[config.mk]
export PLATFORM = sky130hd
export DESIGN_NAME = ppu_mode_scheduler_flat
export DESIGN_NICKNAME = d
export VERILOG_FILES = /design/src/rtl/ppu_pkg.sv /design/src/rtl/ppu_mode_scheduler_if.sv /design/src/rtl/ppu_dot_counter.sv /design/src/rtl/ppu_mode_scheduler.sv /design/src/flat_wrapper.sv
export SDC_FILE = /design/constraint.sdc
export NUM_CORES = 1
export LEC_CHECK = 0
export BUFFER_PORTS_ARGS = -buffer_cell sky130_fd_sc_hd__clkbuf_2
export CORE_MARGIN = 4
export CORE_UTILIZATION = 40
export CTS_BUF_LIST = sky130_fd_sc_hd__clkbuf_4 sky130_fd_sc_hd__clkbuf_8
export CTS_CLUSTER_DIAMETER = 60
export DETAILED_ROUTE_END_ITERATION = 6
export GPL_TIMING_DRIVEN = 0
export PLACE_DENSITY = 0.73
export SLEW_MARGIN = 20
export SYNTH_ARGS = -nofsm -noshare
export SYNTH_HDL_FRONTEND = slang
export SYNTH_HIERARCHICAL = 1
export SYNTH_SLANG_ARGS = --single-unit
[constraint.sdc]
create_clock -name clk -period 4.4 [get_ports clk]
set_input_delay 0.44 -clock clk [delete_from_list [all_inputs] [get_ports clk]]
set_output_delay 0.44 -clock clk [all_outputs]
set_load 0.005 [all_outputs]
[src/rtl/ppu_pkg.sv]
// Shared PPU timing constants and the STAT mode encoding used by the
// line/mode scheduler and its dot counter.
package ppu_pkg;

    typedef enum logic [1:0] {
        PPU_HBLANK = 2'd0,
        PPU_VBLANK = 2'd1,
        PPU_OAM    = 2'd2,
        PPU_XFER   = 2'd3
    } ppu_mode_t;

    localparam int DOTS_PER_LINE   = 456;
    localparam int VISIBLE_LINES   = 144;
    localparam int TOTAL_LINES     = 154;
    localparam int MODE2_DOTS      = 80;
    localparam int MODE3_MAX_DOTS  = 289;
    localparam int LY153_QUIRK_DOT = 4;

endpackage

[src/rtl/ppu_mode_scheduler_if.sv]
// Start/done pulse pair between the mode scheduler and the OAM search /
// pixel transfer engines.
interface ppu_mode_scheduler_if;
    // Each start is a one-clk pulse launching its engine; the engine answers
    // with a one-clk done pulse. There is no back-pressure: a done pulse
    // outside the matching mode is dropped, and a late one is tolerated.
    logic mode2_start;
    logic mode2_done;
    logic mode3_start;
    logic mode3_done;

    modport master (output mode2_start, output mode3_start,
                    input  mode2_done,  input  mode3_done);
    modport slave  (input  mode2_start, input  mode3_start,
                    output mode2_done,  output mode3_done);
endinterface

[src/rtl/ppu_dot_counter.sv]
// Dot-within-line and line counters; exposes next-state values and the
// line wrap strobe so the scheduler can react in the same clk.
module ppu_dot_counter
    import ppu_pkg::*;
(
    input  logic       clk,
    input  logic       rst,
    input  logic       clear,
    input  logic       adv,
    output logic [8:0] dot,
    output logic [8:0] dot_nxt,
    output logic [7:0] ly_nxt,
    output logic       line_wrap
);

    localparam logic [8:0] LAST_DOT = 9'(DOTS_PER_LINE - 1);
    localparam logic [7:0] LAST_LY  = 8'(TOTAL_LINES - 1);

    logic [7:0] ly_q;

    always_comb begin
        line_wrap = adv && (dot == LAST_DOT);
        dot_nxt   = dot;
        ly_nxt    = ly_q;
        if (clear) begin
            dot_nxt = '0;
            ly_nxt  = '0;
        end else if (line_wrap) begin
            dot_nxt = '0;
            ly_nxt  = (ly_q == LAST_LY) ? 8'd0 : ly_q + 8'd1;
        end else if (adv) begin
            dot_nxt = dot + 9'd1;
        end
    end

    always_ff @(posedge clk) begin
        if (rst) begin
            dot  <= '0;
            ly_q <= '0;
        end else begin
            dot  <= dot_nxt;
            ly_q <= ly_nxt;
        end
    end

endmodule

[src/rtl/ppu_mode_scheduler.sv]
// Per-dot PPU line/mode sequencer: STAT mode FSM, engine launch, LYC compare
// and STAT/VBlank interrupts. Optional macro PPU_LY153_QUIRK_EN.
module ppu_mode_scheduler
    import ppu_pkg::*;
(
    input  logic                        clk,
    input  logic                        rst,
    input  logic                        dot_en,
    input  logic                        lcd_en,
    input  logic [7:0]                  lyc,
    input  logic [3:0]                  stat_sel,
    ppu_mode_scheduler_if.master        eng,
    output logic [1:0]                  mode,
    output logic [7:0]                  ly,
    output logic [8:0]                  dot,
    output logic                        lyc_match,
    output logic                        stat_irq,
    output logic                        vblank_irq,
    output logic                        overrun
);

    localparam logic [1:0] S_HBLANK = PPU_HBLANK;
    localparam logic [1:0] S_VBLANK = PPU_VBLANK;
    localparam logic [1:0] S_OAM    = PPU_OAM;
    localparam logic [1:0] S_XFER   = PPU_XFER;
    localparam logic [8:0] XFER_DOT = 9'(MODE2_DOTS);
    localparam logic [8:0] END_DOT  = 9'(MODE2_DOTS + MODE3_MAX_DOTS);
    localparam logic [7:0] VIS_LY   = 8'(VISIBLE_LINES);

    logic       running, running_nxt;
    logic       m2_latch, latch_nxt;
    logic       stat_line, stat_line_nxt;
    logic [1:0] mode_nxt;
    logic       m2s_nxt, m3s_nxt, vb_nxt, ovr_nxt, lyc_match_nxt;
    logic [7:0] ly_nxt, ly_rep_nxt;
    logic [8:0] dot_nxt;
    logic       adv, line_wrap;

    assign adv = lcd_en && dot_en && running;

    ppu_dot_counter u_dot_counter (
        .clk       (clk),
        .rst       (rst),
        .clear     (!lcd_en),
        .adv       (adv),
        .dot       (dot),
        .dot_nxt   (dot_nxt),
        .ly_nxt    (ly_nxt),
        .line_wrap (line_wrap)
    );

    always_comb begin
        mode_nxt    = mode;
        running_nxt = running;
        latch_nxt   = m2_latch;
        m2s_nxt     = 1'b0;
        m3s_nxt     = 1'b0;
        vb_nxt      = 1'b0;
        ovr_nxt     = overrun;
        if (!lcd_en) begin
            mode_nxt    = S_HBLANK;
            running_nxt = 1'b0;
            latch_nxt   = 1'b0;
        end else if (!running) begin
            if (dot_en) begin
                running_nxt = 1'b1;
                mode_nxt    = S_OAM;
                m2s_nxt     = 1'b1;
                latch_nxt   = 1'b0;
            end
        end else if (line_wrap) begin
            // A done pulse coinciding with the wrap belongs to the old line.
            latch_nxt = 1'b0;
            if (ly_nxt < VIS_LY) begin
                mode_nxt = S_OAM;
                m2s_nxt  = 1'b1;
            end else if (ly_nxt == VIS_LY) begin
                mode_nxt = S_VBLANK;
                vb_nxt   = 1'b1;
            end
        end else begin
            case (mode)
                S_OAM: begin
                    if (eng.mode2_done) latch_nxt = 1'b1;
                    if (adv && dot_nxt == END_DOT) begin
                        mode_nxt = S_HBLANK;
                        ovr_nxt  = 1'b1;
                    end else if (m2_latch && dot_nxt >= XFER_DOT) begin
                        mode_nxt = S_XFER;
                        m3s_nxt  = 1'b1;
                    end else if (adv && dot_nxt == XFER_DOT) begin
                        ovr_nxt  = 1'b1;
                    end
                end
                S_XFER: begin
                    if (eng.mode3_done) begin
                        mode_nxt = S_HBLANK;
                    end else if (adv && dot_nxt == END_DOT) begin
                        mode_nxt = S_HBLANK;
                        ovr_nxt  = 1'b1;
                    end
                end
                default: ;
            endcase
        end

`ifdef PPU_LY153_QUIRK_EN
        ly_rep_nxt = (ly_nxt == 8'(TOTAL_LINES - 1) && dot_nxt >= 9'(LY153_QUIRK_DOT))
                     ? 8'd0 : ly_nxt;
`else
        ly_rep_nxt = ly_nxt;
`endif
        lyc_match_nxt = lcd_en && (ly_rep_nxt == lyc);
        stat_line_nxt = running_nxt &&
                        ((stat_sel[0] && mode_nxt == S_HBLANK) ||
                         (stat_sel[1] && mode_nxt == S_VBLANK) ||
                         (stat_sel[2] && mode_nxt == S_OAM)    ||
                         (stat_sel[3] && lyc_match_nxt));
    end

    always_ff @(posedge clk) begin
        if (rst) begin
            mode            <= S_HBLANK;
            running         <= 1'b0;
            m2_latch        <= 1'b0;
            stat_line       <= 1'b0;
            ly              <= '0;
            lyc_match       <= 1'b0;
            stat_irq        <= 1'b0;
            vblank_irq      <= 1'b0;
            overrun         <= 1'b0;
            eng.mode2_start <= 1'b0;
            eng.mode3_start <= 1'b0;
        end else begin
            mode            <= mode_nxt;
            running         <= running_nxt;
            m2_latch        <= latch_nxt;
            stat_line       <= stat_line_nxt;
            ly              <= ly_rep_nxt;
            lyc_match       <= lyc_match_nxt;
            stat_irq        <= stat_line_nxt && !stat_line;
            vblank_irq      <= vb_nxt;
            overrun         <= ovr_nxt;
            eng.mode2_start <= m2s_nxt;
            eng.mode3_start <= m3s_nxt;
        end
    end

endmodule
[src/flat_wrapper.sv]
// flat-port wrapper written by rule: the top's interface ports become plain ports
module ppu_mode_scheduler_flat import ppu_pkg::*;
  (clk, rst, dot_en, lcd_en, lyc, stat_sel, mode, ly, dot, lyc_match, stat_irq, vblank_irq, overrun, eng_mode2_start, eng_mode3_start, eng_mode2_done, eng_mode3_done);
  ppu_mode_scheduler_if eng_i ();
  input  logic clk;
  input  logic rst;
  input  logic dot_en;
  input  logic lcd_en;
  input  logic [7:0] lyc;
  input  logic [3:0] stat_sel;
  output logic [1:0] mode;
  output logic [7:0] ly;
  output logic [8:0] dot;
  output logic lyc_match;
  output logic stat_irq;
  output logic vblank_irq;
  output logic overrun;
  output wire logic [$bits(eng_i.mode2_start)-1:0] eng_mode2_start;
  output wire logic [$bits(eng_i.mode3_start)-1:0] eng_mode3_start;
  input wire logic [$bits(eng_i.mode2_done)-1:0] eng_mode2_done;
  input wire logic [$bits(eng_i.mode3_done)-1:0] eng_mode3_done;
  assign eng_mode2_start = eng_i.mode2_start;
  assign eng_mode3_start = eng_i.mode3_start;
  assign eng_i.mode2_done = eng_mode2_done;
  assign eng_i.mode3_done = eng_mode3_done;
  ppu_mode_scheduler u_core (.clk(clk), .rst(rst), .dot_en(dot_en), .lcd_en(lcd_en), .lyc(lyc), .stat_sel(stat_sel), .eng(eng_i), .mode(mode), .ly(ly), .dot(dot), .lyc_match(lyc_match), .stat_irq(stat_irq), .vblank_irq(vblank_irq), .overrun(overrun));
endmodule
**Word level (Yosys, flattened, before mapping)**

Index checks and enable logic that the tools add are counted.

- Output and inout bits: 25
- Input bits: 18
- Bits in registers: 28

- Add/subtract/negate cells: 2
- Muxes and demuxes: 36
- Bitwise gates (word level): 4
- Equality and inequality tests: 16
- $lt $le $gt $ge: 2
- Reduce and logical (&&, ||, !) cells: 25

Operator list:

| kind | number |
|---|---|
| 9-bit two-way mux | 3 |
| 8-bit two-way mux | 3 |
| 2-bit two-way mux | 10 |
| 9-bit equality test, second input constant | 2 |
| 1-bit two-way mux | 18 |
| 8-bit equality test, second input constant | 2 |
| 1-bit logical AND | 13 |
| 9-bit by 1-bit adder with 9-bit output, second input constant | 1 |
| 9-bit by 7-bit equality test with 1-bit output, second input constant | 1 |
| 9-bit by 7-bit greater-or-equal comparator with 1-bit output, second input constant | 1 |
| 8-bit by 1-bit adder with 8-bit output, second input constant | 1 |
| 8-bit equality test | 1 |
| 8-bit < comparator, second input constant | 1 |
| 8-bit AND reduction | 1 |
| 2-bit equality test, second input constant | 3 |
| 3-bit != test, second input constant | 2 |
| 6-bit OR reduction | 1 |
| 5-bit OR reduction | 1 |
| 1-bit NOT | 4 |
| 2-bit case mux with 2 select lines | 1 |
| 2-bit nonzero test | 2 |
| 1-bit logical OR | 3 |
| 3-bit by 1-bit != test with 1-bit output, second input constant | 1 |
| 3-bit by 2-bit != test with 1-bit output, second input constant | 1 |
| 8 further kinds | 8 |

**Logic depth before layout (Yosys ltp)**

Gate-level depths: netlist of the first run.

- Word-level depth: 20
- Gate-level depth with buffers: 16
- Mapped depth without buffers: 13

**Hierarchy**

Netlist of the first run, hierarchy kept.

By module, submodules not included:

| module | cells each | times used | area each (µm²) |
|---|---|---|---|
| ppu_dot_counter | 121 | 1 | 969.7 |
| ppu_mode_scheduler | 104 | 1 | 965.9 |

**Worst setup path before layout of the first run**

Ideal clock, no wire load.

- Path kind: register -> register
- Start point: register u_core.running
- End point: register u_core.stat_irq
- Cell stages (with the launch flop): 17
- Path buffers: 3
- Library setup time: 0.126 ns
- Required time: 4.274 ns
- Clock period less this slack: 3.576 ns
- Arrival time: 3.451 ns
- Path slack: 0.824 ns
- Cell sequence: dfxtp_1 > buf_2 > nand3_1 > inv_1 > and3_1 > buf_2 > nand3_4 > inv_1 > buf_2 > nand3b_1 > a21oi_1 > or4b_4 > o2111ai_2 > inv_2 > o311a_1 > nor4_2 > nor4_1

- Elaborated cells on any way between the ends: 39
- Classes of those cells: order compare: 2; eq/ne: 5; mux: 17; reduce/logical: 15

RTL lines:

| what | RTL line | source |
|---|---|---|
| start: declaration | ppu_mode_scheduler.sv:30 | `logic running, running_nxt;` |
| start signal: assignment | ppu_mode_scheduler.sv:136 | `running <= running_nxt;` |
| 1-bit logical AND * | ppu_mode_scheduler.sv:39 | `assign adv = lcd_en && dot_en && running;` |
| net u_core.adv | ppu_mode_scheduler.sv:37 | `logic adv, line_wrap;` |
| 1-bit logical AND * | ppu_dot_counter.sv:22 | `line_wrap = adv && (dot == LAST_DOT);` |
| net u_core.line_wrap | ppu_mode_scheduler.sv:37 |  |
| 8-bit two-way mux * | ppu_dot_counter.sv:28 | `end else if (line_wrap) begin` |
| 8-bit two-way mux * | ppu_dot_counter.sv:25 | `if (clear) begin` |
| net u_core.ly_nxt[4] | ppu_mode_scheduler.sv:35 | `logic [7:0] ly_nxt, ly_rep_nxt;` |
| branches (longest 10 deep; another with 8-bit < comparator) | - |  |
| 1-bit logical OR * | ppu_mode_scheduler.sv:117 | `(stat_sel[2] && mode_nxt == S_OAM) \|\|` |
| 1-bit logical AND * | ppu_mode_scheduler.sv:114 | `stat_line_nxt = running_nxt &&` |
| 1-bit logical AND * | ppu_mode_scheduler.sv:141 | `stat_irq <= stat_line_nxt && !stat_line;` |
| end signal: assignment | ppu_mode_scheduler.sv:141 |  |
| end: declaration | ppu_mode_scheduler.sv:17 | `output logic stat_irq,` |

Mark *: on every way through the listed nets, which the timed path passes.
A chain may end at the register's enable or synchronous reset.

**Worst setup path after layout of the first run**

Ends and elaborated chain as after synthesis.

==> run summary, run 1 <==
Hold Path Sink: u_core/mode[1]$_SDFF_PP0_
Most frequent cell after synthesis: dfxtp_1
Die width: 77.6 um
Critical Path End Type: flip-flop
Final instance area: 0.00233 mm^2
Hold WC Path Type: input pin to flip-flop
Starting Density: 41.3%
First-pass GRT wire length: 7.98 mm
Die Span Y: 77.6 um
Final worst path period need: 4010 ps
EDFF count, synth: 0
Power per Cell Area: 283 mW/mm^2
CTS max path bufs: 2
Most frequent CP cell: buf_2
Sequential power share: 50.1%
Die footprint: 0.00602 mm^2
Placed instance count: 321
Layout Cells excl Fill: 329
Placement row count: 25
Iteration-0 DRC count of the detailed router: 128
WS Path Type: flip-flop to flip-flop
YS warnings: 6
Max-slew violations: 0
Clk_lat worst skew: 290 ps
Placer's final routability congestion estimate: 0.827
Int Power: 513 uW
Peak VDD IR: 0.139 mV
Post-CTS setup buffer count: 0
Final hold violation count: 0
Slowest library cell on the worst path: or4b_4
Worst Hold Depth: 2
Synth Area per Inst: 8.60 um^2
Sw Share: 22.3%
Top post-synthesis cells by area: dfxtp_1 (37%), xor2_1 (5.4%), nor2_1 (5.0%)
Netlist cell types: 48
Post-placement setup slack: 171 ps
Final period util: 91.0%
Crit Path Max Fanout: 15
Mapped Cells: 225
Final worst slack: 395 ps
Synth top cells by count: dfxtp_1 (36), nor2_1 (26), a21oi_1 (17), nand2_1 (12), xor2_1 (12)
Hold buffers post-CTS: 0
Max-Slew Margin vs Limit: 48.6%
Largest net degree at the start of global routing: 16
Max-Cap Viols: 0
Overflow after GRT: 0
Clock network power share: 43.7%
Post-layout util: 49.6%
Area delta synth->final: 20.3%
Share of cells above drive strength 1: 24.4%
Routed Antenna Nets: 0
Worst hold start: rst
Placed inst area: 0.00221 mm^2
Core Area: 0.00469 mm^2
LEAKAGE: 0.961 nW
Io pins: 43
TritonCTS Sinks: 36
Post-Route WL: 4.54 mm
CP Data Arrival Time: 4170 ps
FF-to-FF path depth: 16
Setup violations, final: 0
Switch Pwr: 147 uW
Final Skew: 7.94 ps
Vias per cell: 5.53
Largest stage delay, worst path: 540 ps
Initial antenna violation count: 0
# port buffers: 42
CTS tree: done
ANT cells: 0
Root buf cell: clkbuf_8
RSZ-0062 raised after global routing: false
Htree depth: 2
DRC: 0
Post-Route Setup TNS: 0 ps
Crit path launch type: flip-flop
Combinational share of power: 6.3%
Synth Register Bits: 36
DR vias: 1,818
Cell taking the most area after synthesis: dfxtp_1
Fmax: 250 MHz
Worst Setup SP: u_core/running$_SDFF_PP0_
Outcome: finished, final reports clean
Ys async rst share: 0%
Mapped cell area: 0.00194 mm^2
Critical path cell sequence: buf_2 -> nand3_1 -> inv_1 -> and3_1 -> buf_2 -> nand3_4 -> inv_1 -> buf_2 -> nand3b_1 -> a21oi_2 -> or4b_4 -> o2111ai_2 -> inv_2 -> o311a_1 -> nor4_2 -> nor4_1
R2r setup slk: 390 ps
Yosys top cell area share: 37.2%
Reg2reg start: u_core/running$_SDFF_PP0_
Worst-path clk slew: 80 ps
Number of global-route vias before repair: 1,745
Syn Nets: 246
Buf/Inv on CP: 6
Capturing point of the worst reg2reg path: u_core/stat_irq$_SDFF_PP0_
Post-layout net count: 295
Worst hold slack: 390 ps
Worst-Margin Slew: 769 ps
Crit path required time: 4570 ps
DP HPWL: 3.50 mm
First drt pass iteration count: 4
CTS Buf Count: 5
Top delay family on crit path: simple AND/OR/NAND/NOR gates
Pwr Total: 660 uW
Primary FF master, synth: dfxtp_1
Gr usage total: 16.4%
Post-synthesis sequential area ratio: 37.2%
DR WL/cell: 13.8 um
-- worst max path at each step --
stage                            endpoint  slack, ps  cells past startpoint
6_report       u_core/stat_irq$_SDFF_PP0_        390                     16
5_1_grt        u_core/stat_irq$_SDFF_PP0_         10                     16
3_3_place_gp   u_core/stat_irq$_SDFF_PP0_        190                     16
3_5_place_dp   u_core/stat_irq$_SDFF_PP0_        170                     16
4_1_cts        u_core/stat_irq$_SDFF_PP0_        280                     16
2_1_floorplan  u_core/stat_irq$_SDFF_PP0_        820                     16
-- sequential cells by signal (all words and copies together) (netlist names), 2 cells and up --
signal                     count
u_core/u_dot_counter/dot       9
u_core/mode                    2
u_core/ly                      8
u_core/u_dot_counter/ly_q      8
-- kinds of logic (layout without fill, tap and decap cells) --
logic type      Yosys count  after routing  synth area share [%]
buf+inv                  17             67                  3.49
simple gates            108            108                  33.5
flops                    36             36                  37.2
compound gates           41             41                  14.5
mux                       4              4                  2.07
xor+xnor                 16             16                  7.24
fa+ha+maj                 3              3                  1.94
-- placed cells by master, fill, tap and decap left out, types with 6 or more instances in the layout --
cell type  netlist  routed
nor2_1          26      26
nor2b_1         11      11
clkbuf_2         0      42
nand3_1          6       6
inv_1            8       8
nor3_1          11      11
nand2b_1         6       6
xor2_1          12      12
nand4_1          8       8
dfxtp_1         36      36
nand2_1         12      12
a21oi_1         17      16
nor4_1           6       6
o21ai_0          7       7
-- layout make-up --
type                       instances  area, um^2
fill                             474        2360
multi-input combinational        172        1150
sequential                        36         721
timing repair buffer              42         210
clock buffer                       5        68.8
tap                               54        67.6
clock inverter                     3        42.5
buffer                             8        33.8
inverter                           9        33.8
-- repair_timing --
item                                    CTS  global route
gates resized for setup                   0             1
endpoints found under the hold margin     0             0
endpoints found under the setup margin    0             2
-- metal layers --
layer  share of wire (%)  GRT usage [%]  vias to the layer above
li1                    -              -                      911
met1                  46           21.0                      838
met2                  46           26.7                       62
met3                 6.2           4.18                        7
met4                 1.6           5.87                        0
met5                   0              0                        -
-- power groups by stage --
stage | Combinational [mW] | Clock, mW | Sequential, mW
floorplan | 0.0231 | 0 | 0.337
global placement | 0.0407 | 0 | 0.338
detailed placement | 0.0414 | 0 | 0.338
CTS | 0.0416 | 0.297 | 0.330
global route | 0.0466 | 0.319 | 0.331
finish | 0.0414 | 0.288 | 0.330
No activity file was read; power rests on OpenSTA's default activity.
==> run 2, diff against run 1 <==
--- a/config.mk
+++ b/config.mk
@@ -13,6 +13,7 @@
 export DETAILED_ROUTE_END_ITERATION = 6
 export GPL_TIMING_DRIVEN = 0
 export PLACE_DENSITY = 0.73
+export REMOVE_ABC_BUFFERS = 1
 export SLEW_MARGIN = 20
 export SYNTH_ARGS = -nofsm -noshare
 export SYNTH_HDL_FRONTEND = slang
==> run 2 against run 1 <==
  * Design area is 1.3% lower
  * Register-to-register slack hardly changed
  * Wire length is 1.6% lower
  * Maximum frequency is 0.28% lower
  * Global-route usage is 0.97 points lower
  * Clock power hardly changed
  * Sequential share of layout area is 0.40 points higher
  * Largest power group unchanged
==> run summary, run 2 (same netlist as run 1, synthesis figures left out) <==
Outcome: finished, final reports clean (unchanged)
DP HPWL: 3.33 mm (was 3.50 mm)
LEAKAGE: 0.933 nW (was 0.961 nW)
Final instance area: 0.00230 mm^2 (was 0.00233 mm^2)
Largest net degree at the start of global routing: 22 (was 16)
Max-Slew Margin vs Limit: 49.5% (was 48.6%)
First-pass GRT wire length: 7.58 mm (was 7.98 mm)
TritonCTS Sinks: 36 (unchanged)
DRC: 0 (unchanged)
Leading cell type in the layout, fill and taps excluded: clkbuf_2 (unchanged)
Initial antenna violation count: 0 (unchanged)
Crit path required time: 4580 ps (was 4570 ps)
Setup violations, final: 0 (unchanged)
Final hold violation count: 0 (unchanged)
R2r setup slk: 380 ps (was 390 ps)
Worst Setup SP: u_core/running$_SDFF_PP0_ (unchanged)
Hold Path Sink: u_core/stat_irq$_SDFF_PP0_ (was u_core/mode[1]$_SDFF_PP0_)
Area delta synth->final: 18.7% (was 20.3%)
# port buffers: 42 (unchanged)
FF-to-FF path depth: 13 (was 16)
Io pins: 43 (unchanged)
Die footprint: 0.00602 mm^2 (unchanged)
Capturing point of the worst reg2reg path: u_core/stat_irq$_SDFF_PP0_ (unchanged)
Post-CTS setup buffer count: 0 (unchanged)
Fillers: 449 (was 474)
Max reg flops: 9 (unchanged)
Pwr Total: 660 uW (about the same)
CTS max path bufs: 2 (unchanged)
Post-layout net count: 287 (was 295)
Biggest regs: u_core/u_dot_counter/dot (9), u_core/ly (8), u_core/u_dot_counter/ly_q (8) (unchanged)
First drt pass iteration count: 5 (was 4)
DR vias: 1,774 (was 1,818)
Largest Register: u_core/u_dot_counter/dot (unchanged)
Clk_lat worst skew: 290 ps (about the same)
Share of cells above drive strength 1: 24.3% (was 24.4%)
Power per Cell Area: 287 mW/mm^2 (was 283 mW/mm^2)
Fmax: 249 MHz (was 250 MHz)
ANT cells: 0 (unchanged)
Placement row count: 25 (unchanged)
Worst hold start: u_core/stat_line$_SDFF_PP0_ (was rst)
Reg2reg start: u_core/running$_SDFF_PP0_ (unchanged)
Worst-path clk slew: 70 ps (was 80 ps)
Iteration-0 DRC count of the detailed router: 82 (was 128)
Worst-Margin Slew: 755 ps (was 769 ps)
Peak VDD IR: 0.166 mV (was 0.139 mV)
Placer's final routability congestion estimate: 0.838 (was 0.827)
Die Span Y: 77.6 um (unchanged)
Starting Density: 41.3% (unchanged)
Placed inst area: 0.00218 mm^2 (was 0.00221 mm^2)
Worst Hold Depth: 1 (was 2)
CTS tree: done (unchanged)
Root buf cell: clkbuf_8 (unchanged)
Post-Route Setup TNS: 0 ps (unchanged)
Commonest cells after routing, fill and taps aside: clkbuf_2 (42), dfxtp_1 (36), nor2_1 (26) (unchanged)
Worst hold slack: 396 ps (was 390 ps)
Final Skew: 3.13 ps (was 7.94 ps)
Final worst path period need: 4020 ps (was 4010 ps)
Critical Path End Type: flip-flop (unchanged)
Gr usage total: 15.5% (was 16.4%)
Overflow after GRT: 0 (unchanged)
WS Path Type: flip-flop to flip-flop (unchanged)
Post-Route WL: 4.47 mm (was 4.54 mm)
Vias per cell: 5.53 (about the same)
Hold WC Path Type: flip-flop to flip-flop (was input pin to flip-flop)
CP Data Arrival Time: 4190 ps (was 4170 ps)
Crit Path Max Fanout: 17 (was 15)
Max-slew violations: 0 (unchanged)
DR WL/cell: 13.9 um (was 13.8 um)
Multi-input gate area: 0.00115 mm^2 (unchanged)
Die width: 77.6 um (unchanged)
Core Area: 0.00469 mm^2 (unchanged)
Number of global-route vias before repair: 1,653 (was 1,745)
Max-Cap Viols: 0 (unchanged)
CTS Buf Count: 5 (unchanged)
FF+latch area: 721 um^2 (unchanged)
Final period util: 91.3% (was 91.0%)
Htree depth: 2 (unchanged)
Crit path launch type: flip-flop (unchanged)
Routed Antenna Nets: 0 (unchanged)
RSZ-0062 raised after global routing: false (unchanged)
[run 2: cell types whose count changed in the layout (fill, tap and decap cells not counted), sizes merged]
cell and change:
clkbuf -4, inv -1, buf -3
[run 2: power breakdown]
part           switching [mW]  internal (mW)
Clock                   0.116          0.174
Sequential            0.00335          0.328
Combinational          0.0221         0.0161
[run 2: worst max-delay path by stage]
stage	end	slack [ps]	depth (start not counted)
floorplan	u_core/stat_irq$_SDFF_PP0_	780	13
global placement	u_core/stat_irq$_SDFF_PP0_	80	14
detailed placement	u_core/stat_irq$_SDFF_PP0_	40	14
CTS	u_core/stat_irq$_SDFF_PP0_	100	13
global route	u_core/stat_irq$_SDFF_PP0_	60	13
finish	u_core/stat_irq$_SDFF_PP0_	380	13
[run 2: worst max-delay path, cell delays in order, from the launching register on]
cell and delay, ps:
dfxtp_1 500, nand3_1 240, inv_1 210, and3_1 380, nand3_4 180, clkinvlp_4 300, mux2i_1 320, nor2_1 120
or4b_4 590, o2111ai_2 220, inv_2 80, o311a_1 360, nor4_2 310, nor4_1 80
[run 2: layout make-up]
| cell class | instances | area share (%) |
|---|---|---|
| clock buffers | 6 | 3.32 |
| well taps | 54 | 2.94 |
| multi-input cells | 172 | 50.1 |
| flip-flops and latches | 36 | 31.4 |
| clock inverters | 2 | 1.52 |
| repair buffers | 42 | 9.15 |
| inverters | 9 | 1.63 |
[run 2: what timing repair did]
item / CTS / global route
setup endpoints to repair: 0 / 2
hold buffers: 0 / 0
resized for setup: 0 / 2
hold endpoints to repair: 0 / 0
[run 2: per-stage QoR]
step,instances,util (%),setup slack (ps)
2_1_floorplan,217,-,780
3_3_place_gp,313,46.5,82.8
3_5_place_dp,313,46.5,44.8
4_1_cts,321,48.8,103
5_1_grt,321,49.0,57.2
6_report,321,49.0,383
[run 2: per-layer routing]
layer	up-vias	routed length (um)	global-route usage [%]
li1	898	-	-
met1	817	2120	20.9
met2	52	1990	23.1
met3	7	287	4.18
met4	0	67	6.41
met5	-	0	0
